`src/rtl/alu_control.sv`:
```
`default_nettype none
// ============================================================================
//  Module      : alu_control
//  Description : Sequencing stage in front of the 8-bit ALU. It holds the A/B
//                operand registers and decodes a 3-bit command into ALU control
//                lines. It strobes the ALU output transceiver, then captures the
//                result, the N/Z flags and an internally computed carry. Commands
//                arrive through a valid/ready handshake, one every 4 cycles.
//  Optional    : ALU_CTRL_WRITEBACK_EN - accumulator mode. A <= ALU result at
//                capture for every op except CMP and the reserved op.
//  Ports       :
//    i_clk, i_nrst                  clock, asynchronous active-low reset
//    i_bus, i_loadA, i_loadB        operand loads (honoured in IDLE only)
//    i_valid, o_ready, i_op         command handshake and opcode
//    o_a, o_b                       operand registers to the ALU
//    o_aluOp, o_sub, o_shiftLeft    ALU control lines
//    o_aluCe                        ALU output transceiver enable
//    i_y, i_negative, i_zero        ALU result and flags
//    o_result, o_resultValid        captured result, one-cycle valid pulse
//    o_flagN, o_flagZ, o_flagC      flag register
//    o_err                          one-cycle pulse for the reserved opcode
//  Revision    : 1.0 - initial release
// ============================================================================
module alu_control (
    input  logic       i_clk,
    input  logic       i_nrst,
    input  logic [7:0] i_bus,
    input  logic       i_loadA,
    input  logic       i_loadB,
    input  logic       i_valid,
    output logic       o_ready,
    input  logic [2:0] i_op,
    output logic [7:0] o_a,
    output logic [7:0] o_b,
    output logic [1:0] o_aluOp,
    output logic       o_sub,
    output logic       o_shiftLeft,
    output logic       o_aluCe,
    input  logic [7:0] i_y,
    input  logic       i_negative,
    input  logic       i_zero,
    output logic [7:0] o_result,
    output logic       o_resultValid,
    output logic       o_flagN,
    output logic       o_flagZ,
    output logic       o_flagC,
    output logic       o_err
);

    localparam logic [2:0] OP_ADD  = 3'b000;
    localparam logic [2:0] OP_SUB  = 3'b001;
    localparam logic [2:0] OP_AND  = 3'b010;
    localparam logic [2:0] OP_XOR  = 3'b011;
    localparam logic [2:0] OP_SHL  = 3'b100;
    localparam logic [2:0] OP_SHR  = 3'b101;
    localparam logic [2:0] OP_CMP  = 3'b110;
    localparam logic [2:0] OP_RSVD = 3'b111;

    localparam logic [1:0] ALU_ADD   = 2'b00;
    localparam logic [1:0] ALU_AND   = 2'b01;
    localparam logic [1:0] ALU_XOR   = 2'b10;
    localparam logic [1:0] ALU_SHIFT = 2'b11;

    typedef enum logic [1:0] {
        S_IDLE    = 2'd0,
        S_SETUP   = 2'd1,
        S_CAPTURE = 2'd2,
        S_DONE    = 2'd3
    } state_t;

    state_t     state_q;
    logic [2:0] op_q;
    logic [7:0] a_q;
    logic [7:0] b_q;
    logic [7:0] result_q;
    logic [1:0] alu_op_q;
    logic       sub_q;
    logic       shl_q;
    logic       alu_ce_q;
    logic       res_valid_q;
    logic       err_q;
    logic       n_q;
    logic       z_q;
    logic       c_q;

    // Decode of the incoming opcode; only consumed at the accept edge.
    logic [1:0] w_dec_op;
    logic       w_dec_sub;
    logic       w_dec_shl;

    always_comb begin
        w_dec_op  = ALU_ADD;
        w_dec_sub = 1'b0;
        w_dec_shl = 1'b0;
        case (i_op)
            OP_ADD: w_dec_op = ALU_ADD;
            OP_SUB,
            OP_CMP: begin
                w_dec_op  = ALU_ADD;
                w_dec_sub = 1'b1;
            end
            OP_AND: w_dec_op = ALU_AND;
            OP_XOR: w_dec_op = ALU_XOR;
            OP_SHL: begin
                w_dec_op  = ALU_SHIFT;
                w_dec_shl = 1'b1;
            end
            OP_SHR: w_dec_op = ALU_SHIFT;
            default: w_dec_op = ALU_ADD;
        endcase
    end

    // Carry is not provided by the ALU, so it is rebuilt here from the held
    // operands: A + (B or ~B) + sub. For SUB/CMP bit 8 is the no-borrow flag.
    logic [8:0] w_sum;
    logic       w_arith;
    logic       w_carry;

    assign w_sum   = {1'b0, a_q} + {1'b0, (sub_q ? ~b_q : b_q)} + {8'd0, sub_q};
    assign w_arith = (op_q == OP_ADD) || (op_q == OP_SUB) || (op_q == OP_CMP);
    assign w_carry = w_arith & w_sum[8];

    always_ff @(posedge i_clk or negedge i_nrst) begin
        if (!i_nrst) begin
            state_q     <= S_IDLE;
            op_q        <= OP_ADD;
            a_q         <= 8'h00;
            b_q         <= 8'h00;
            result_q    <= 8'h00;
            alu_op_q    <= ALU_ADD;
            sub_q       <= 1'b0;
            shl_q       <= 1'b0;
            alu_ce_q    <= 1'b0;
            res_valid_q <= 1'b0;
            err_q       <= 1'b0;
            n_q         <= 1'b0;
            z_q         <= 1'b0;
            c_q         <= 1'b0;
        end else begin
            case (state_q)
                S_IDLE: begin
                    // Loads land on the accept edge too, so a command issued
                    // together with a load operates on the new operands.
                    if (i_loadA) a_q <= i_bus;
                    if (i_loadB) b_q <= i_bus;
                    if (i_valid) begin
                        op_q <= i_op;
                        if (i_op == OP_RSVD) begin
                            err_q   <= 1'b1;
                            state_q <= S_DONE;
                        end else begin
                            alu_op_q <= w_dec_op;
                            sub_q    <= w_dec_sub;
                            shl_q    <= w_dec_shl;
                            state_q  <= S_SETUP;
                        end
                    end
                end
                S_SETUP: begin
                    alu_ce_q <= 1'b1;
                    state_q  <= S_CAPTURE;
                end
                S_CAPTURE: begin
                    alu_ce_q <= 1'b0;
                    alu_op_q <= ALU_ADD;
                    sub_q    <= 1'b0;
                    shl_q    <= 1'b0;
                    n_q      <= i_negative;
                    z_q      <= i_zero;
                    c_q      <= w_carry;
                    if (op_q != OP_CMP) begin
                        result_q    <= i_y;
                        res_valid_q <= 1'b1;
`ifdef ALU_CTRL_WRITEBACK_EN
                        a_q         <= i_y;
`endif
                    end
                    state_q <= S_DONE;
                end
                S_DONE: begin
                    res_valid_q <= 1'b0;
                    err_q       <= 1'b0;
                    state_q     <= S_IDLE;
                end
                default: state_q <= S_IDLE;
            endcase
        end
    end

    assign o_ready       = (state_q == S_IDLE);
    assign o_a           = a_q;
    assign o_b           = b_q;
    assign o_aluOp       = alu_op_q;
    assign o_sub         = sub_q;
    assign o_shiftLeft   = shl_q;
    assign o_aluCe       = alu_ce_q;
    assign o_result      = result_q;
    assign o_resultValid = res_valid_q;
    assign o_flagN       = n_q;
    assign o_flagZ       = z_q;
    assign o_flagC       = c_q;
    assign o_err         = err_q;

endmodule
`default_nettype wire

```
`config.mk`:
```
export PLATFORM = sky130hd
export DESIGN_NAME = alu_control
export DESIGN_NICKNAME = d
export VERILOG_FILES = /design/src/rtl/alu_control.sv
export SDC_FILE = /design/constraint.sdc
export NUM_CORES = 1
export LEC_CHECK = 0
export ABC_AREA = 1
export ABC_CLOCK_PERIOD_IN_PS = 1800
export CAP_MARGIN = 20
export CORE_MARGIN = 3
export CORE_UTILIZATION = 40
export CTS_CLUSTER_SIZE = 14
export DETAILED_ROUTE_END_ITERATION = 10
export GPL_TIMING_DRIVEN = 0
export PLACE_DENSITY = 0.73
export RECOVER_POWER = 25
export SLEW_MARGIN = 20
export SYNTH_ARGS = -nofsm -noshare
export SYNTH_HDL_FRONTEND = slang
export SYNTH_SLANG_ARGS = --single-unit
```
`constraint.sdc`:
```
create_clock -name i_clk -period 1.8 [get_ports i_clk]
set_input_delay 0.36 -clock i_clk [delete_from_list [all_inputs] [get_ports i_clk]]
set_output_delay 0.36 -clock i_clk [all_outputs]
set_load 0.02 [all_outputs]
```
==> flow_metrics.py <==
metrics = {
    "power_and_ir_drop": {
        "clockPowerShare": 0.129,
        "leakage_nw": 1.32,
        "power.density_cell_area_nw_per_um2": 1870,
        "vdd_ir_drop_max_mv": 0.846,
        "power.switching_fraction": 0.421,
        "p_switching_w": 0.00208,
        "total_power_w": 0.00495,
        "power.internal_w": 0.00287,
        "power.share.sequential": 0.319,
        "proportion_of_power_drawn_by_combinational_gates": 0.552,
    },
    "min_path": {
        "hold_critical_path_depth": 2,
        "worst_hold_startpoint": "o_flagZ$_DFFE_PN0P_",
        "hold_path_class": "flop to flop",
        "hold_path_end": "o_flagZ$_DFFE_PN0P_",
    },
    "run_status": {
        "outcome": "complete, no violations",
    },
    "detailed_routing": {
        "drcViolationCount": 0,
        "final_antenna_net_count": 0,
        "post_drt_wl_per_cell_um": 11.9,
        "post_drt_via_cell_ratio": 4.66,
        "firstDrtPassIters": 4,
        "met2WireLength_um": 1810,
        "drt-initial-drc-count": 74,
        "vias": 1558,
        "wl_met1_um": 1940,
        "met3_wirelength_um": 208,
        "top_signal_layer_used": "met4",
        "wirelength_um": 3990,
    },
    "timing": {
        "fin_crit_ns": 1.67,
        "layout_worst_path_cycle_share": 0.927,
        "hold_viol": 0,
        "timing.slew.headroom": 0.544,
        "worstMarginPinSlew_ns": 0.683,
        "finalSetupTns_ns": 0,
        "clock.fmax_ghz": 0.599,
        "slew_violations": 0,
        "report.final.setup_viol": 0,
        "fin_clk_skew_ns": 0.00428,
        "rsz0062_at_grt": "no",
    },
    "critical_path": {
        "rr_startpoint": "o_sub$_DFFE_PN0P_",
        "crit_slowest_cell": "clkdlybuf4s50_1",
        "crit_start_category": "flop",
        "critPathRequiredTime_ns": 1.44,
        "worst-setup-path-type": "flop to output port",
        "slowest_delay_ns": 0.63,
        "reg2reg_slack_ns": 0.23,
        "reg2reg_to": "o_flagC$_DFFE_PN0P_",
        "crit_fanout": 3,
        "crit_chain": "clkdlybuf4s50_1",
        "arrival_ns": 1.31,
        "r2r.worst_path.cells": 8,
        "critPathLaunch": "o_b[4]$_DFFE_PN0P_",
        "endpoint_kind": "output port",
        "timing.critical_path.buf_inv": 1,
        "crit_family": "buffers and inverters",
    },
    "cells_and_area": {
        "utilization": 0.595,
        "post_layout_nonfiller_instances": 334,
        "mostFrequentLayoutCell": "nand2_1",
        "design.final.nets": 317,
        "final_layout_size_suffix_gt1_frac": 0.0922,
        "post-route-cell-area_um2": 2650,
        "fill_cells": 400,
        "antenna-diode-count": 0,
        "final_cell_mix": "75 x nand2_1, 58 x clkdlybuf4s50_1, 39 x dfrtp_1",
        "area.growth.synth_to_final_pct": 41.5,
    },
    "die": {
        "coreArea_um2": 4440,
        "initial_utilization": 0.421,
        "placementRows": 24,
        "floorplan.die.width_um": 74.4,
        "die_area_um2": 5530,
        "floorplan.die.height_um": 74.4,
        "floorplan.io_pins": 61,
    },
    "clock_tree": {
        "htreeDepth": 2,
        "clock_insertion_delay_worst_skew_ns": 0.28,
        "cts_tree": "done",
        "tritoncts_num_sinks": 39,
        "clk_root_buffer_cell": "clkbuf_8",
        "cts.reportedPaths.clkPinSlew_ns": 0.07,
        "cts_buffer_depth": 2,
        "cts_post_setup_buffers_inserted": 0,
        "numCtsBuffers": 5,
    },
    "global_routing": {
        "initial_antenna_violation_count": 0,
        "grt_pass1_vias": 1550,
        "grt_usage": 0.158,
        "grt_pass1_wl_um": 6800,
        "grt_start_max_net_pins": 28,
        "overflow_after_grt": 0,
    },
    "logic_synthesis": {
        "yosysTopAreaCell": "dfrtp_1",
        "number_of_nets_in_the_synthesized_netlist": 248,
        "synthesis.area_um2": 1870,
        "post_synth_num_cell_types": 23,
        "post-synth-top-area-fraction": 0.522,
        "synth_seq_cells": 39,
        "post_synth.cell_area_avg_um2": 8.82,
        "synth_seq_area_share": 0.522,
        "synth_cells": 212,
        "synth.yosys.warnings": 0,
        "synth_area_leaders": "dfrtp_1 52%, nand2_1 15%, ha_1 6.7%",
    },
    "place": {
        "post_dp_hpwl_um": 3090,
        "gp_congestion": 0.805,
        "place.detailed.instances": 325,
        "placedInstanceArea_um2": 2550,
        "port-buffer-count": 60,
    },
    "job": {
        "timing.max_cap.violations": 0,
    },
}
-- layout make-up --
type,instances,area (um2),area share
Tap cell,52,65.1,0.0246
Buffer,4,28.8,0.0109
Timing Repair Buffer,62,611,0.231
Sequential cell,39,976,0.369
Inverter,25,96.3,0.0364
Multi-Input combinational cell,144,768,0.290
Clock buffer,8,100,0.0378
-- cell usage after synthesis --
library cell  number
o31ai_1            1
xor2_1             7
nor2_1             5
nand2_1           75
buf_2              2
o221ai_1           1
buf_4              1
o21a_1             1
o21ai_0           23
nand3_1            3
nand2_2            3
nor2_4             3
inv_4              1
inv_2              4
o21ai_1            3
o21ai_2            2
ha_1              10
inv_1             20
buf_6              1
a21oi_1            5
nand4_1            1
dfrtp_1           39
nand2_4            1
-- metal layers --
metal  GRT usage  up-vias
met1       0.211      709
met2       0.257       38
met5           0        -
met4      0.0415        0
li1            -      806
met3      0.0405        5
-- worst reg2reg max path: cells and delay by family (launching register included) --
kind	cells	cell delay [ns]
AO/OA/AOI/OAI	2	0.29
XOR/XNOR	1	0.17
adder cells (fa/ha/maj)	1	0.29
buffers and inverters	1	0.19
flip-flops	1	0.40
AND/OR/NAND/NOR	3	0.16
-- flip-flops by register name (all words and copies together) (netlist names), 2 cells and up --
signal and count:
o_b 8, state_q 2, o_result 8, o_aluOp 2, op_q 3, o_a 8
-- kinds of logic after synthesis --
logic type,share of synthesized area
compound gates,0.105
xor+xnor,0.0328
fa+ha+maj,0.0669
buf+inv,0.0669
flops,0.522
simple gates,0.206
-- power by group through the flow --
stage                     registers, W  clock network [W]  logic (W)
after floorplan                0.00199                  0    0.00126
after global placement         0.00159                  0    0.00273
after detailed placement       0.00160                  0    0.00278
after CTS                      0.00158           0.000651    0.00278
after global routing           0.00163           0.000682    0.00308
final                          0.00158           0.000638    0.00273
-- through the flow --
| step | hold WS, ns | setup WS (ns) |
|---|---|---|
| floorplan | 0.0644 | 0.232 |
| global placement | 0.454 | -0.612 |
| detailed placement | 0.272 | 0.163 |
| CTS | 0.477 | 0.117 |
| global route | 0.494 | 0.0570 |
| finish | 0.470 | 0.131 |
-- worst max-delay path by stage --
stage | to | slack (ns) | cells after the start
after floorplan | o_flagC$_DFFE_PN0P_ | 0.23 | 8
after global placement | o_result[5]$_DFFE_PN0P_ | -0.61 | 1
after detailed placement | o_aluOp[0]$_DFFE_PN0P_ | 0.16 | 8
after CTS | o_a[1] | 0.12 | 1
after global routing | o_flagN$_DFFE_PN0P_ | 0.06 | 3
final | o_b[4] | 0.13 | 1
-- timing repair --
| action | 4_1_cts | 5_1_grt |
|---|---|---|
| gates resized for setup | 1 | 0 |
| endpoints found under the setup margin | 1 | 0 |
| hold endpoints to repair | 12 | 0 |
| hold buffers | 1 | 0 |
Note: power is estimated with default switching activity, not from simulation.
